$ cat config.mk
export PLATFORM = sky130hd
export DESIGN_NAME = disp_msg_sched
export DESIGN_NICKNAME = d
export VERILOG_FILES = /design/src/rtl/disp_msg_sched.sv
export SDC_FILE = /design/constraint.sdc
export NUM_CORES = 1
export LEC_CHECK = 0
export BUFFER_PORTS_ARGS = -buffer_cell sky130_fd_sc_hd__buf_2
export CELL_PAD_IN_SITES_DETAIL_PLACEMENT = 0
export CELL_PAD_IN_SITES_GLOBAL_PLACEMENT = 1
export CORE_AREA = 2 2 67 69
export DETAILED_ROUTE_END_ITERATION = 10
export DIE_AREA = 0 0 69 71
export GPL_ROUTABILITY_DRIVEN = 0
export GPL_TIMING_DRIVEN = 0
export PLACE_DENSITY = 0.85
export SLEW_MARGIN = 10
export SYNTH_ARGS = -nofsm -noshare
export SYNTH_HDL_FRONTEND = slang
export SYNTH_SLANG_ARGS = --single-unit
$ cat constraint.sdc
create_clock -name clk -period 7.1 [get_ports clk]
set_clock_uncertainty 0.1 [all_clocks]
set_input_delay 0.71 -clock clk [delete_from_list [all_inputs] [get_ports clk]]
set_output_delay 0.71 -clock clk [all_outputs]
set_load 0.05 [all_outputs]
$ cat src/rtl/disp_msg_sched.sv
// Doorlock 4-digit 7-segment display scheduler: multiplexes the keypad-entry view
// with timed OPEN/FAIL messages and drives the digit commons and segments directly.
module disp_msg_sched #(
   parameter int unsigned SCAN_DIV    = 4096,
   parameter int unsigned HOLD_FRAMES = 256,
   parameter int unsigned MASK        = 1
) (
   input  logic        clk,
   input  logic        rst,
   input  logic        req_open,
   input  logic        req_fail,
   input  logic [2:0]  entry_len,
   input  logic [15:0] entry_digits,
   output logic        com5,
   output logic        com6,
   output logic        com7,
   output logic        com8,
   output logic        a,
   output logic        b,
   output logic        c,
   output logic        d,
   output logic        e,
   output logic        f,
   output logic        g,
   output logic        busy
);

   localparam int unsigned PW = (SCAN_DIV > 1) ? $clog2(SCAN_DIV) : 1;
   localparam int unsigned HW = $clog2(HOLD_FRAMES + 1);
   localparam logic [PW-1:0] PRESC_LAST = PW'(SCAN_DIV - 1);
   localparam logic [HW-1:0] HOLD_LAST  = HW'(HOLD_FRAMES - 1);

   localparam logic [1:0] ST_IDLE = 2'd0;
   localparam logic [1:0] ST_OPEN = 2'd1;
   localparam logic [1:0] ST_FAIL = 2'd2;

   // Segment vectors are {a,b,c,d,e,f,g}
   localparam logic [6:0] SEG_O    = 7'b1111110;
   localparam logic [6:0] SEG_P    = 7'b1100111;
   localparam logic [6:0] SEG_E    = 7'b1001111;
   localparam logic [6:0] SEG_N    = 7'b0010101;
   localparam logic [6:0] SEG_F    = 7'b1000111;
   localparam logic [6:0] SEG_A    = 7'b1110111;
   localparam logic [6:0] SEG_I    = 7'b0110000;
   localparam logic [6:0] SEG_L    = 7'b0001110;
   localparam logic [6:0] SEG_DASH = 7'b0000001;

   logic [1:0]    state, state_d;
   logic [PW-1:0] presc, presc_d;
   logic [1:0]    idx, idx_d;
   logic [HW-1:0] hold, hold_d;
   logic          frame_end;
   logic [3:0]    com_q, com_d;
   logic [6:0]    seg_q, seg_d;
   logic          busy_q, busy_d;

   function automatic logic [6:0] bcd_seg(input logic [3:0] n);
      logic [6:0] s;
      case (n)
         4'd0:    s = 7'b1111110;
         4'd1:    s = 7'b0110000;
         4'd2:    s = 7'b1101101;
         4'd3:    s = 7'b1111001;
         4'd4:    s = 7'b0110011;
         4'd5:    s = 7'b1011011;
         4'd6:    s = 7'b1011111;
         4'd7:    s = 7'b1110000;
         4'd8:    s = 7'b1111111;
         4'd9:    s = 7'b1111011;
         default: s = 7'b0000000;
      endcase
      return s;
   endfunction

   // Glyph for one digit slot given the (next) state, slot index and entry data
   function automatic logic [6:0] slot_seg(input logic [1:0]  st,
                                           input logic [1:0]  ix,
                                           input logic [2:0]  len,
                                           input logic [15:0] dig);
      logic [6:0] s;
      logic [2:0] len_eff;
      logic [3:0] nib;
      s       = 7'b0000000;
      len_eff = (len > 3'd4) ? 3'd4 : len;
      nib     = dig[{ix, 2'b00} +: 4];
      case (st)
         ST_OPEN: begin
            case (ix)
               2'd0:    s = SEG_O;
               2'd1:    s = SEG_P;
               2'd2:    s = SEG_E;
               default: s = SEG_N;
            endcase
         end
         ST_FAIL: begin
            case (ix)
               2'd0:    s = SEG_F;
               2'd1:    s = SEG_A;
               2'd2:    s = SEG_I;
               default: s = SEG_L;
            endcase
         end
         default: begin
            if ({1'b0, ix} < len_eff)
               s = (MASK != 0) ? SEG_DASH : bcd_seg(nib);
         end
      endcase
      return s;
   endfunction

   // State, scan counters and registered display outputs
   always_ff @(posedge clk or posedge rst) begin
      if (rst) begin
         state  <= ST_IDLE;
         presc  <= '0;
         idx    <= '0;
         hold   <= '0;
         com_q  <= 4'b0001;
         seg_q  <= '0;
         busy_q <= 1'b0;
      end else begin
         state  <= state_d;
         presc  <= presc_d;
         idx    <= idx_d;
         hold   <= hold_d;
         com_q  <= com_d;
         seg_q  <= seg_d;
         busy_q <= busy_d;
      end
   end

   // Next state: scan advance, hold expiry, then grants (which override expiry)
   always_comb begin
      state_d   = state;
      presc_d   = presc;
      idx_d     = idx;
      hold_d    = hold;
      frame_end = (presc == PRESC_LAST) && (idx == 2'd3);

      if (presc == PRESC_LAST) begin
         presc_d = '0;
         idx_d   = idx + 2'd1;
      end else begin
         presc_d = presc + PW'(1);
      end

      if ((state != ST_IDLE) && frame_end) begin
         if (hold == HOLD_LAST) begin
            state_d = ST_IDLE;
            hold_d  = '0;
         end else begin
            hold_d = hold + HW'(1);
         end
      end

      if (req_fail) begin
         state_d = ST_FAIL;
         hold_d  = '0;
         presc_d = '0;
         idx_d   = '0;
      end else if (req_open && (state != ST_FAIL)) begin
         state_d = ST_OPEN;
         hold_d  = '0;
         presc_d = '0;
         idx_d   = '0;
      end

      com_d  = 4'b0001 << idx_d;
      seg_d  = slot_seg(state_d, idx_d, entry_len, entry_digits);
      busy_d = (state_d != ST_IDLE);
   end

   assign {com8, com7, com6, com5}  = com_q;
   assign {a, b, c, d, e, f, g}     = seg_q;
   assign busy                      = busy_q;

endmodule

==> summary.md, run 1 <==
| Metric | Value |
|---|---|
| Avg Inst Size Synth | 10.3 um2 |
| GRT overflow | 0 |
| Final Hold Vio Count | 0 |
| CTS max path bufs | 2 |
| Post-CTS setup repair buffer count | 0 |
| First-pass iteration count of the detailed router | 4 |
| Critical Path AT | 2910 ps |
| Async S/R FF share, synth | 1.00 |
| CP endpoint kind | flop |
| Fin nets | 238 |
| Setup TNS | 0 ps |
| Die height | 71 um |
| Drc violations | 0 |
| First-pass GRT wire length | 5810 um |
| Num rows | 24 |
| Number of synthesized flops with an enable pin | 0 |
| Resized Gates After CTS | 0 |
| Yosys reg bits | 37 |
| Wire per inst | 12.9 um |
| Setup violators final | 0 |
| Final core utilization | 0.495 |
| Leak | 0.985 nW |
| Root Driver | clkbuf_8 |
| Main synth FF type | dfrtp_1 |
| Drt initial violations | 47 |
| Top Ports | 35 |
| Ant diodes | 0 |
| DIE WIDTH | 69 um |
| Die ar. | 0.00490 mm2 |
| Commonest cells after routing, fill and taps aside | dfrtp_1 (36), nor2_1 (19), buf_2 (19) |
| Routed WL | 3310 um |
| Kind of start point of the critical path | flop |
| Final ANT Viol Nets | 0 |
| Sequential area share after synthesis | 0.503 |
| Slew @ Worst Pin | 747 ps |
| Mux contribution to synthesized area | 0.00543 |
| Gr usage total | 0.153 |
| Post-Synth Simple-Gate Area | 0.221 |
| Syn. warnings | 0 |
| Final Max Tran Viols | 0 |
| Status | finished clean |
| Hold-fix buffers, CTS | 0 |
| Port buffer count | 18 |
| Post-synth cell types | 36 |
| Synth Cell Area | 0.00184 mm2 |
| Largest net degree at the start of global routing | 38 |
| Cell Area, Placed | 0.00200 mm2 |
| Critical path class | reg -> reg |
| Slew HR | 0.501 |
| Clock Sinks | 37 |
| Hold WC Path Type | reg -> reg |
| Tmin final | 2850 ps |
| Worst VDD drop | 0.160 mV |
| Clock Latency Late Sink | 290 ps |
| Num CTS Buffers | 5 |
| # H-tree levels | 2 |
| Vias | 1325 |
| Net Count, Synth | 213 |
| Adder-cell share of the synthesized area | 0.0815 |
| Required time of the critical path | 7160 ps |
| Share of layout cells above drive strength 1 | 0.172 |
| Area share of the largest cell type after synthesis | 0.489 |
| Detailed Place HPWL | 2310 um |
| Initial antenna violation count | 0 |
| Crit-path max FO | 6 |
| Post-layout instance area | 0.00208 mm2 |
| Vias in the first global route | 1305 |
| Fin crit share | 0.402 |
| Vias/cell | 5.18 |
| Largest family of logic cells by synthesized area | simple AND/OR/NAND/NOR gates |
| Unrepaired setup endpoints after global routing | no |
| Post-synthesis xor/xnor area fraction | 0.0571 |
| Clock-pin slew on the worst setup and hold paths | 70 ps |
| Layout overhead on the synthesized area | 12.9% |
| Core Box Area | 0.00420 mm2 |
| Synth top area cells | dfrtp_1 (49%), ha_1 (8.2%), nor2_1 (3.9%), o21ai_0 (3.3%), xnor2_1 (2.9%) |
| Peak Freq | 350 MHz |
| Synth Area in Compound Gates | 0.104 |
| Number of max-cap violations | 0 |
| Synth Instances | 178 |
| Pwr/cell area | 207 mW/mm2 |
| CTS tree | done |
| Starting Density | 0.438 |
| Yosys top cell by area | dfrtp_1 |
| Most common cell after layout, fill and taps aside | dfrtp_1 |
## cells in the mapped netlist (all sizes together) (3+ instances only)
cell type	number
dfrtp	36
nor2	19
o21ai	14
ha	12
nand2	12
inv	10
nand3	10
a21oi	9
nand2b	8
xnor2	6
xor2	6
and3	4
nand4	4
nor3	4
a21o	3
nor4	3
## state kept, by name, summed over array words and instances, names as in the netlist
signal  count
presc      12
seg_q       7
busy        1
state       2
com_q       4
hold        9
idx         2
## routing by layer
layer	wire (um)	track usage
met2	1550	0.243
met3	115	0.0470
met1	1540	0.184
met5	0	0
met4	104	0.0915
## path summary, 6_finish.rpt
check                          from       end  slack (ps)  depth (start not counted)
setup / recovery           presc[0]  seg_q[0]        4250                         11
setup reg to reg           presc[0]  seg_q[0]        4250                         11
max in group asynchronous       rst   hold[6]        5980                          2
hold reg to reg            presc[0]  presc[0]         390                          1
min in group asynchronous       rst  seg_q[6]         450                          2
hold / removal             presc[0]  presc[0]         390                          1
## worst max-delay path: stages, from the launching register on
cell      delay [ps]
dfrtp_1          390
ha_1             270
nand4_4          190
nor3_4           300
xnor2_1          120
nor2_1           350
inv_1            120
ha_1             250
o21ai_0          290
o211ai_1         160
o21ai_0           90
o21ai_0           90
## through the flow
step	std cells	hold slack (ps)	setup slack, ps	total power, mW
2_1_floorplan	178	351	4690	0.279
3_3_place_gp	248	377	4160	0.295
3_5_place_dp	248	384	4140	0.295
4_1_cts	256	394	4220	0.438
5_1_grt	256	415	3880	0.451
6_report	256	393	4250	0.431
## layout make-up
class                           instances  area [um2]
Buffer                                  3        12.5
Clock buffer                            6        72.6
Clock inverter                          2        10.0
Fill cell                             414        2120
Inverter                               10        37.5
Multi-Input combinational cell        128         865
Sequential cell                        37         927
Tap cell                               52        65.1
Timing Repair Buffer                   18        90.1
## kinds of logic (layout without fill, tap and decap cells)
group | count (synthesis) | after routing
multiplexers | 1 | 1
flip-flops | 37 | 37
adder cells (fa/ha/maj) | 12 | 12
AO/OA/AOI/OAI | 33 | 33
AND/OR/NAND/NOR | 70 | 70
buffers and inverters | 13 | 39
XOR/XNOR | 12 | 12
## report_power, final
part	internal, mW	total (mW)	switching, mW
clock network	0.0680	0.140	0.0725
logic	0.0166	0.0666	0.0500
registers	0.220	0.224	0.00413
(Power assumes the default switching activity.)
==> run 2, diff against run 1 <==
Settings changed: CORE_AREA 2 2 67 69 to 2 2 73 75, DIE_AREA 0 0 69 71 to 0 0 75 77, PLACE_DENSITY 0.85 to 0.76.
Clock period 7.1 ns to 2.35 ns, I/O delays scaled along.
==> summary.md, run 2 (synthesized netlist as in run 1, its figures left out) <==
| Metric | Value |
|---|---|
| CTS max path bufs | 2 (unchanged) |
| GRT overflow | 0 (unchanged) |
| Setup violators final | 0 (unchanged) |
| Ant diodes | 0 (unchanged) |
| Largest regs | presc x12, hold x9, seg_q x7 |
| Final ANT Viol Nets | 0 (unchanged) |
| DP Worst Slack | -400 ps (-4540 ps) |
| Largest net degree at the start of global routing | 38 (unchanged) |
| Pwr/cell area | 576 mW/mm2 (+180%) |
| Worst VDD drop | 0.378 mV (+140%) |
| Drc violations | 0 (unchanged) |
| Gr usage total | 0.142 (-0.0108) |
| Final Worst Setup Slack | 43.8 ps (-4200 ps) |
| Num rows | 26 (+8.3%) |
| Register cell area after layout | 927 um2 (unchanged) |
| Largest Register | presc |
| First-pass GRT wire length | 6300 um (+8.4%) |
| Overall Power | 1.35 mW (+210%) |
| Vias | 1390 (+4.9%) |
| Hold WC Path Type | in -> async |
| Wire per inst | 12.9 um (about the same) |
| Share of layout cells above drive strength 1 | 0.310 (+0.139) |
| Tmin final | 2310 ps (-548 ps) |
| Worst hold margin | -23.5 ps (-416 ps) |
| Drt initial violations | 53 (+13%) |
| Placed cells | 266 (+7.3%) |
| Die ar. | 0.00578 mm2 (+18%) |
| Required time of the critical path | 2430 ps (-4730 ps) |
| Vias in the first global route | 1305 (unchanged) |
| Core Box Area | 0.00498 mm2 (+18%) |
| DIE WIDTH | 75 um (+8.7%) |
| CP endpoint kind | flop |
| Post-route insts no fill | 286 (+12%) |
| Die height | 77 um (+8.5%) |
| Routed WL | 3700 um (+12%) |
| CTS tree | done |
| Layout overhead on the synthesized area | 27.2% |
| Fin crit share | 0.981 (+0.579) |
| Max reg flops | 12 (unchanged) |
| Final core utilization | 0.471 (-0.0241) |
| Kind of start point of the critical path | flop |
| Fillers | 462 (+12%) |
| Starting Density | 0.370 (-0.0681) |
| Failing checks | hold timing |
| Top Ports | 35 (unchanged) |
| Area of the multi-input gates | 0.00100 mm2 (+16%) |
| Crit-path max FO | 6 (unchanged) |
| Peak Freq | 434 MHz (+24%) |
| Final Hold Vio Count | 36 (+36) |
| Commonest cells after routing, fill and taps aside | dfrtp_1 (36), buf_2 (19), nor2_1 (17) |
| Slew @ Worst Pin | 768 ps (+20.5 ps) |
| Slew HR | 0.487 (-0.0137) |
| Fin nets | 250 (+5.0%) |
| Initial antenna violation count | 0 (unchanged) |
| # H-tree levels | 2 (unchanged) |
| Critical path class | reg -> reg |
| Number of max-cap violations | 0 (unchanged) |
| Status | finished with violations |
| Root Driver | clkbuf_8 |
| First-pass iteration count of the detailed router | 4 (unchanged) |
| Leak | 1.06 nW (+7.2%) |
| Final Max Tran Viols | 0 (unchanged) |
| Most common cell after layout, fill and taps aside | dfrtp_1 |
| Vias/cell | 4.86 (-6.1%) |
| Clock Sinks | 37 (unchanged) |
| Num CTS Buffers | 5 (unchanged) |
| Critical Path AT | 2390 ps (-520 ps) |
| Detailed Place HPWL | 2340 um (+1.4%) |
| Clock Latency Late Sink | 300 ps (about the same) |
| Hold-fix buffers, CTS | 0 (unchanged) |
| Port buffer count | 18 (unchanged) |
| Clock-pin slew on the worst setup and hold paths | 70 ps (about the same) |
| Unrepaired setup endpoints after global routing | yes |
==> run 2: cell types whose count changed in the layout (fill, tap and decap cells not counted), moves of 2 or more <==
| cell | change |
|---|---|
| o21ai_1 | +2 |
| nor2_2 | +2 |
| inv_1 | -2 |
| ha_4 | +6 |
| nor2_1 | -2 |
| o21ai_0 | -3 |
| ha_1 | -7 |
| nand2b_4 | +2 |
| nand2b_1 | -2 |
| buf_4 | +14 |
==> run 2: area by class of cell <==
type	instances	area share
multi-input cells	128	0.428
flip-flops and latches	37	0.396
repair buffers	32	0.0833
well taps	70	0.0374
clock buffers	7	0.0326
inverters	10	0.0182
clock inverters	1	0.00214
plain buffers	1	0.00214
==> run 2: worst max-delay path, stage by stage, from the launching register on <==
cell      delay (ps)
dfrtp_1          400
ha_4             180
nand4_4          150
nor3_4           280
buf_4            160
mux2i_1           60
nand2b_4         180
ha_4             210
o21ai_4          170
o211ai_1         130
nand3b_1         110
o21ai_1           70
==> run 2: repair_timing <==
action | CTS | global route
setup buffers | 5 | 9
pin swaps | 4 | 16
endpoints found under the setup margin | 5 | 4
gates resized for setup | 12 | 17
==> run 2: path summary, 6_finish.rpt <==
check                      startpoint  endpoint  slack, ps  depth (start not counted)
max in group asynchronous         rst   hold[7]       1680                          2
min in group clk             req_fail  state[0]         80                          2
hold / removal                    rst  com_q[3]        -20                          2
hold reg to reg               hold[3]   hold[3]        410                          1
setup / recovery             presc[1]  seg_q[0]         40                         11
setup reg to reg             presc[1]  seg_q[0]         40                         11
==> run 2: where the power goes <==
| part | total [mW] | internal (mW) | switching [mW] | leakage [nW] |
|---|---|---|---|---|
| Combinational | 0.239 | 0.0750 | 0.164 | 0.525 |
| Clock | 0.431 | 0.208 | 0.223 | 0.0422 |
| Sequential | 0.679 | 0.665 | 0.0145 | 0.488 |
==> run 2: per-stage QoR <==
stage          setup TNS [ps]  instance area, um2
3_3_place_gp             -450                2030
2_1_floorplan               0                1850
3_5_place_dp             -606                2030
6_report                    0                2340
5_1_grt                  -137                2340
4_1_cts                     0                2200
==> run 2: per-layer routing <==
metal	track usage	vias up	share of wire	wire length (um)
li1	-	688	-	-
met1	0.194	677	0.46	1690
met2	0.210	17	0.49	1810
met3	0.0394	8	0.025	91
met4	0.0589	0	0.027	99
met5	0	-	0	0
==> run 3, diff against run 2 <==
Settings changed: GPL_TIMING_DRIVEN 0 to unset, PLACE_DENSITY 0.76 to 0.69.
==> summary.md, run 3 (synthesized netlist as in run 1, its figures left out) <==
| Metric | Value |
|---|---|
| Status | finished clean |
| Num CTS Buffers | 5 (unchanged) |
| CP endpoint kind | flop |
| Kind of start point of the critical path | flop |
| Vias | 1432 (+3.0%) |
| Crit-path max FO | 4 (-2) |
| Gr usage total | 0.156 (+0.0137) |
| Clock Latency Late Sink | 290 ps (about the same) |
| Sw Ratio | 0.301 (+0.00333) |
| Unrepaired setup endpoints after global routing | yes |
| Critical Path AT | 2350 ps (-40 ps) |
| Port buffer count | 18 (unchanged) |
| Critical path class | reg -> reg |
| Slew HR | 0.692 (+0.204) |
| First-pass GRT wire length | 6920 um (+9.9%) |
| Drt initial violations | 46 (-13%) |
| Final ANT Viol Nets | 0 (unchanged) |
| Clock Sinks | 37 (unchanged) |
| Switch Pwr | 0.410 mW (+1.9%) |
| Commonest cells after routing, fill and taps aside | dfrtp_1 (36), buf_4 (24), nor2_1 (18), buf_2 (18), nand2_1 (12) |
| Routed WL | 3840 um (+3.8%) |
| CTS max path bufs | 2 (unchanged) |
| Fin crit share | 0.968 (-0.0133) |
| Pwr/cell area | 570 mW/mm2 (-1.0%) |
| Overall Power | 1.36 mW (+0.75%) |
| Worst R2R Start | hold[1] |
| Largest Register | presc |
| Largest regs | presc x12, hold x9, seg_q x7 |
| Layout overhead on the synthesized area | 29.5% |
| Crit path from | hold[1] |
| Reg power frac | 0.500 (-0.003) |
| Setup violators final | 0 (unchanged) |
| CP max stage delay | 410 ps (about the same) |
| Crit path depth | 11 (unchanged) |
| Largest net degree at the start of global routing | 38 (unchanged) |
| Drc violations | 0 (unchanged) |
| Setup TNS | 0 ps (unchanged) |
| Slew @ Worst Pin | 463 ps (-305 ps) |
| Clock-pin slew on the worst setup and hold paths | 80 ps (about the same) |
| Starting Density | 0.370 (unchanged) |
| Number of max-cap violations | 0 (unchanged) |
| Final core utilization | 0.479 (+0.00855) |
| Cell family with most CP delay | simple AND/OR/NAND/NOR gates |
| Most frequent CP cell | ha_1 |
| Initial antenna violation count | 0 (unchanged) |
| Fin nets | 261 (+4.4%) |
| Vias in the first global route | 1536 (+18%) |
| DIE WIDTH | 75 um (unchanged) |
| First-pass iteration count of the detailed router | 4 (unchanged) |
| Vias/cell | 4.82 (-0.79%) |
| Hold WC Path Type | in -> reg |
| Internal | 0.950 mW (+0.27%) |
| Detailed Place HPWL | 2790 um (+19%) |
| Clock power share | 0.319 (about the same) |
| Critical-path cell list | ha_1 -> and3_1 -> nor3b_4 -> nand3_2 -> nand2_1 -> a21o_1 -> ha_1 -> inv_1 -> o211ai_1 -> o21ai_0 -> o21ai_1 |
| Top Ports | 35 (unchanged) |
| Ant diodes | 0 (unchanged) |
| R2R cell count | 11 (unchanged) |
| # H-tree levels | 2 (unchanged) |
| CP bufs+invs | 1 (unchanged) |
| Hold Path Cell Cnt | 2 |
| Die ar. | 0.00578 mm2 (unchanged) |
| Wire per inst | 12.9 um (about the same) |
| Num rows | 26 (unchanged) |
| Required time of the critical path | 2430 ps (about the same) |
| DP Worst Slack | -123 ps (+278 ps) |
| Combinational fraction of design power | 0.181 (+0.004) |
| Most common cell after layout, fill and taps aside | dfrtp_1 |
| Slowest-stage cell, CP | dfrtp_1 |
| Core Box Area | 0.00498 mm2 (unchanged) |
| Tmin final | 2280 ps (-31.2 ps) |
| Max reg flops | 12 (unchanged) |
| Hold path startpoint | req_fail |
| Final Worst Setup Slack | 75.0 ps (+31.2 ps) |
| Leak | 1.12 nW (+5.6%) |
| GRT overflow | 0 (unchanged) |
| Final Hold Vio Count | 0 (-100%) |
| Share of layout cells above drive strength 1 | 0.322 (+0.0114) |
| Root Driver | clkbuf_8 |
| Die height | 77 um (unchanged) |
| Final Max Tran Viols | 0 (unchanged) |
| CTS tree | done |
| Worst VDD drop | 0.407 mV (+7.6%) |
| Peak Freq | 440 MHz (+1.4%) |
-- run 3: worst reg2reg max path: cells and delay by family, from the launching register on --
kind	cells	cell delay, ps
and+or+nand+nor	4	540
adders and majority gates	2	530
AOI/OAI and AO/OA	4	510
DFF	1	410
buffers and inverters	1	70
-- run 3: cell type report --
type	count	area, um2
Clock buffer	6	72.6
Clock inverter	2	10.0
Fill cell	458	2590
Inverter	10	37.5
Multi-Input combinational cell	128	958
Sequential cell	37	927
Tap cell	70	87.6
Timing Repair Buffer	44	292
-- run 3: path summary, 6_finish.rpt --
path / end / slack [ps]
worst max-delay path: seg_q[0] / 70
worst min register to register: hold[3] / 400
min in group asynchronous: presc[2] / 510
worst min-delay path: state[0] / 80
worst max register to register: seg_q[0] / 70
max in group asynchronous: com_q[0] / 1300
-- run 3: power by group through the flow --
stage                     clock, mW  sequential, mW  combinational [mW]
after CTS                     0.448           0.680               0.237
final                         0.434           0.679               0.247
after floorplan                   0           0.761              0.0825
after detailed placement          0           0.690               0.231
after global placement            0           0.688               0.227
after global routing          0.472           0.685               0.269
-- run 3: routing by layer --
layer	share of wire	vias up	track usage	wire (um)
li1	-	714	-	-
met1	0.44	681	0.195	1680
met2	0.51	31	0.250	1940
met3	0.037	6	0.0407	141
met4	0.019	0	0.0643	73
met5	0	-	0	0
-- run 3: repair_timing --
action	4_1_cts	5_1_grt
hold buffers	1	0
endpoints found under the hold margin	36	0
setup endpoints to repair	1	5
resized for setup	8	14
buffers inserted	2	1
pin swaps	5	10
-- run 3: through the flow --
step	std cells	area, um2	hold WS, ps
3_5_place_dp	285	2180	270
6_report	297	2380	76.4
2_1_floorplan	178	1850	213
4_1_cts	296	2320	72.4
3_3_place_gp	285	2180	261
5_1_grt	297	2380	79.7
